[config.mk]
export PLATFORM = sky130hd
export DESIGN_NAME = yutorina_if_prefetch
export DESIGN_NICKNAME = d
export VERILOG_FILES = /design/src/rtl/yutorina_if_prefetch.sv
export SDC_FILE = /design/constraint.sdc
export NUM_CORES = 1
export LEC_CHECK = 0
export CAP_MARGIN = 15
export CORE_AREA = 2 2 197 199
export CTS_CLUSTER_DIAMETER = 150
export CTS_CLUSTER_SIZE = 16
export DETAILED_ROUTE_END_ITERATION = 12
export DIE_AREA = 0 0 199 201
export GPL_TIMING_DRIVEN = 0
export SYNTH_ARGS = -nofsm -noshare
export SYNTH_HDL_FRONTEND = slang
export SYNTH_SLANG_ARGS = --single-unit
[constraint.sdc]
create_clock -name clk -period 4.6 [get_ports clk]
set_input_delay 0.46 -clock clk [delete_from_list [all_inputs] [get_ports clk]]
set_output_delay 0.46 -clock clk [all_outputs]
set_load 0.1 [all_outputs]
[src/rtl/yutorina_if_prefetch.sv]
// Instruction-fetch stage: sequential fetch over a req/rdy memory port into a
// DEPTH-entry {pc, insn} prefetch FIFO, with branch redirect and stale-response discard.
module yutorina_if_prefetch #(
  parameter int ADDR_W = 30,
  parameter int DATA_W = 32,
  parameter int DEPTH = 4,
  parameter logic [ADDR_W-1:0] RESET_PC = '0
) (
  input  logic              clk,
  input  logic              rst,
  input  logic              stall,
  input  logic              br_taken,
  input  logic [ADDR_W-1:0] br_addr,
  output logic              mem_req,
  output logic [ADDR_W-1:0] mem_addr,
  input  logic [DATA_W-1:0] mem_rdata,
  input  logic              mem_rdy,
  output logic              busy,
  output logic [ADDR_W-1:0] if_pc,
  output logic [DATA_W-1:0] if_insn,
  output logic              if_valid
);

  localparam int PW = $clog2(DEPTH);
  localparam int CW = PW + 1;

  typedef enum logic {FETCH, DISCARD} state_t;

  state_t            state;
  logic [ADDR_W-1:0] fetch_pc;
  logic [ADDR_W-1:0] br_pc;
  logic [ADDR_W-1:0] fifo_pc [DEPTH];
  logic [DATA_W-1:0] fifo_insn [DEPTH];
  logic [PW-1:0]     rd_ptr;
  logic [PW-1:0]     wr_ptr;
  logic [CW-1:0]     count;
  logic [ADDR_W-1:0] hold_pc;
  logic [DATA_W-1:0] hold_insn;

  logic full;
  logic not_empty;
  logic push;
  logic pop;

  // Handshake: mem_req/mem_addr stay asserted and stable until the cycle mem_rdy=1;
  // that cycle completes the transfer (mem_rdy may arrive in the request cycle).
  assign full      = (count == CW'(DEPTH));
  assign not_empty = (count != '0);
  assign mem_req   = ~rst & ((state == DISCARD) | ~full);
  assign mem_addr  = fetch_pc;
  assign busy      = mem_req & ~mem_rdy;
  assign if_valid  = ~rst & not_empty;
  assign push      = ~rst & (state == FETCH) & mem_req & mem_rdy & ~br_taken;
  assign pop       = if_valid & ~stall & ~br_taken;

  // When the FIFO is empty the outputs keep showing the last head entry.
  always_comb begin
    if_pc   = '0;
    if_insn = '0;
    if (!rst) begin
      if_pc   = not_empty ? fifo_pc[rd_ptr]   : hold_pc;
      if_insn = not_empty ? fifo_insn[rd_ptr] : hold_insn;
    end
  end

  always_ff @(posedge clk) begin
    if (push) begin
      fifo_pc[wr_ptr]   <= fetch_pc;
      fifo_insn[wr_ptr] <= mem_rdata;
    end
  end

  always_ff @(posedge clk) begin
    if (rst) begin
      state     <= FETCH;
      fetch_pc  <= RESET_PC;
      br_pc     <= '0;
      rd_ptr    <= '0;
      wr_ptr    <= '0;
      count     <= '0;
      hold_pc   <= '0;
      hold_insn <= '0;
    end else begin
      if (not_empty) begin
        hold_pc   <= fifo_pc[rd_ptr];
        hold_insn <= fifo_insn[rd_ptr];
      end
      if (br_taken) begin
        rd_ptr <= '0;
        wr_ptr <= '0;
        count  <= '0;
        // A branch during DISCARD supersedes the saved target.
        if (state == DISCARD) begin
          if (mem_rdy) begin
            fetch_pc <= br_addr;
            state    <= FETCH;
          end else begin
            br_pc <= br_addr;
          end
        end else if (mem_req && !mem_rdy) begin
          br_pc <= br_addr;
          state <= DISCARD;
        end else begin
          fetch_pc <= br_addr;
        end
      end else if (state == DISCARD) begin
        if (mem_rdy) begin
          fetch_pc <= br_pc;
          state    <= FETCH;
        end
      end else begin
        if (push) begin
          wr_ptr   <= wr_ptr + PW'(1);
          fetch_pc <= fetch_pc + ADDR_W'(1);
        end
        if (pop) rd_ptr <= rd_ptr + PW'(1);
        case ({push, pop})
          2'b10:   count <= count + CW'(1);
          2'b01:   count <= count - CW'(1);
          default: count <= count;
        endcase
      end
    end
  end

endmodule

==> results.md <==
- Height of the die: 201 um
- Placed Cells: 1,803
- GR Layer Usage met1: 0.265
- CTS root buf: clkbuf_16
- Gates resized, CTS repair: 0
- H-tree level count: 1
- Mapped cell area: 15,000 um2
- Max VDD drop: 0.230 mV
- CTS tree: done
- Worst Skew: 0.0273 ns
- Final total power: 6.77 mW
- Measured slew at the worst slew-check pin: 1.05 ns
- Core Box Area: 38,100 um2
- WL final: 38,500 um
- Postcts setup bufs: 0
- Global Route met3 Usage: 0.0348
- Async SR Flop Fraction: 0
- Min cycle time layout: 4.35 ns
- Hold WS: 0.363 ns
- Ant. Diodes: 0
- CP Max Fanout: 10
- Final Instance Area: 18,100 um2
- Leakage power: 5.76 nW
- # hold bufs at CTS: 0
- Initial core utilization: 0.393
- Crit path arrival time: 3.89 ns
- Final period utilization: 0.946
- Max Slew Vio Count: 0
- Num ports: 162
- Placement Cell Area: 17,300 um2
- WL/cell: 20.8 um
- Worst setup margin: 0.247 ns
- Dominant cells by area after synthesis: edfxtp_1 50%, dfxtp_1 18%, mux4_2 9.3%
- Setup_tns: 0 ns
- First-pass GRT wire length: 58,200 um
- Die X: 199 um
- WP data required: 4.14 ns
- Vias in the first global route: 9,579
- Capturing element type of the critical path: output port
- Status: completed
- Final setup vio count: 0
- Initial DRC count: 887
- Initial antenna violation count: 1
- Area Growth Syn to Fin: 21.3%
- CTS clk-pin slew, worst paths: 0.08 ns
- Clock sink count: 380
- Port Buffers: 160
- CTS max path bufs: 3
- Share of the synthesized area in the top cell type: 0.498
- Syn_nets: 1,195
- Post-place setup slack: 0.687 ns
- CP Class: reg -> out
- Vias: 9,848
- Fraction of layout cells with a size suffix above 1: 0.0906
- RSZ-0062 raised after global routing: no
- Overflow after GRT: 0
- Fin cells: 1,853
- DPL Wire Length: 25,900 um
- Fmax achieved: 230 MHz
- Die area: 40,000 um2
- Hold Path Class: in -> reg
- TritonCTS Buffers: 27
- Largest net degree at the start of global routing: 48
- Slew HR: 0.291
- Final Hold Fails: 0
- Worst-Skew Late Latency: 0.56 ns
- Row count: 72
- Final net count: 1,388
- Most Crowded Layer GR: met2
- Sequential share of the synthesized area: 0.674
- #FFs+latches synth: 380
- Via-to-Cell Ratio: 5.31
- Syn Area/Cell: 13.3 um2
- Remaining DRCs: 0
- Netlist cell types: 65
- Met2 GRT Util: 0.316
- Top FF cell, synth: edfxtp_1
- Routed Antenna Nets: 0
- DR pass1 iterations: 5
- Largest area contributor in the netlist: edfxtp_1
- Fin util: 0.476
- GRT Total Usage: 0.192
- Placer Congestion: 0.915
- Pwr Density: 373 nW/um2
- Startpoint Class: flop
- Gate Count Post-Synth: 1,121
- Post-synth EDFFs: 248
- Ys Warns: 0
- MaxCap Viol Count: 0
-- worst paths after layout --
| path | startpoint | end | slack, ns | cells past startpoint |
|---|---|---|---|---|
| setup reg to reg | state$_SDFF_PP0_ | count[2]$_SDFFE_PP0P_ | 1.53 | 12 |
| setup / recovery | count[0]$_SDFFE_PP0P_ | if_pc[15] | 0.25 | 6 |
| hold / removal | rst | mem_addr[17]$_SDFFE_PP0P_ | 0.36 | 3 |
| hold reg to reg | hold_pc[25]$_DFF_P_ | hold_pc[25]$_DFF_P_ | 0.46 | 2 |
-- final cells by class --
cell class	instances	area (um2)
fill	3493	20000
sequential	380	10100
multi-input combinational	648	4510
timing repair buffer	164	1730
clock buffer	49	779
tap	518	648
buffer	75	304
inverter	18	67.6
clock inverter	1	8.76
-- routing by layer --
| metal | part of all wire | wire length (um) |
|---|---|---|
| met2 | 0.49 | 18700 |
| met3 | 0.060 | 2290 |
| met1 | 0.43 | 16700 |
| met5 | 0.00044 | 17 |
| met4 | 0.020 | 778 |
-- where the power goes --
part / internal (mW) / switching [mW] / total (mW)
Clock: 1.14 / 1.12 / 2.27
Sequential: 3.70 / 0.0759 / 3.78
Combinational: 0.209 / 0.517 / 0.726
Total: 5.05 / 1.72 / 6.77
-- registers in the layout, indices dropped and copies added, names as in the netlist, named ones only --
| register | cells |
|---|---|
| br_pc | 30 |
| count | 3 |
| fifo_insn | 128 |
| fifo_pc | 120 |
| hold_insn | 32 |
| hold_pc | 30 |
| mem_addr | 30 |
| rd_ptr | 2 |
| state | 1 |
| wr_ptr | 2 |
-- cells in the mapped netlist, drive strengths merged, types with 14 or more instances --
library cell	n
a21oi	119
buf	25
clkbuf	50
dfxtp	132
edfxtp	248
inv	17
mux4	62
nand2	228
nand4	14
nor2	31
o21ai	20
-- worst max-delay path: stages (launching register included) --
cell	delay, ns
dfxtp_1	0.48
or3_1	0.15
clkbuf_1	0.58
buf_1	0.51
nand2_1	0.15
a21oi_1	0.28
clkdlybuf4s50_1	1.18
-- layout by cell type, fill, tap and decap left out, types with 17 or more instances in the layout --
cell type,count
clkdlybuf4s50_1,151
nor2_1,31
nand2_1,228
o21ai_0,19
clkbuf_1,71
edfxtp_1,248
a21oi_1,119
clkbuf_16,28
dfxtp_1,132
inv_1,17
mux4_2,62
-- kinds of logic (layout without fill, tap and decap cells) --
kind of cell	count (synthesis)	count (layout)	share of synthesized area
DFF	380	380	0.674
and+or+nand+nor	347	347	0.104
AOI/OAI and AO/OA	214	214	0.0862
buffers and inverters	93	307	0.0248
muxes	68	68	0.0974
xor gates and xnor gates	12	12	0.00702
adders and majority gates	7	7	0.00636
Power figures use the tool's default switching activity.
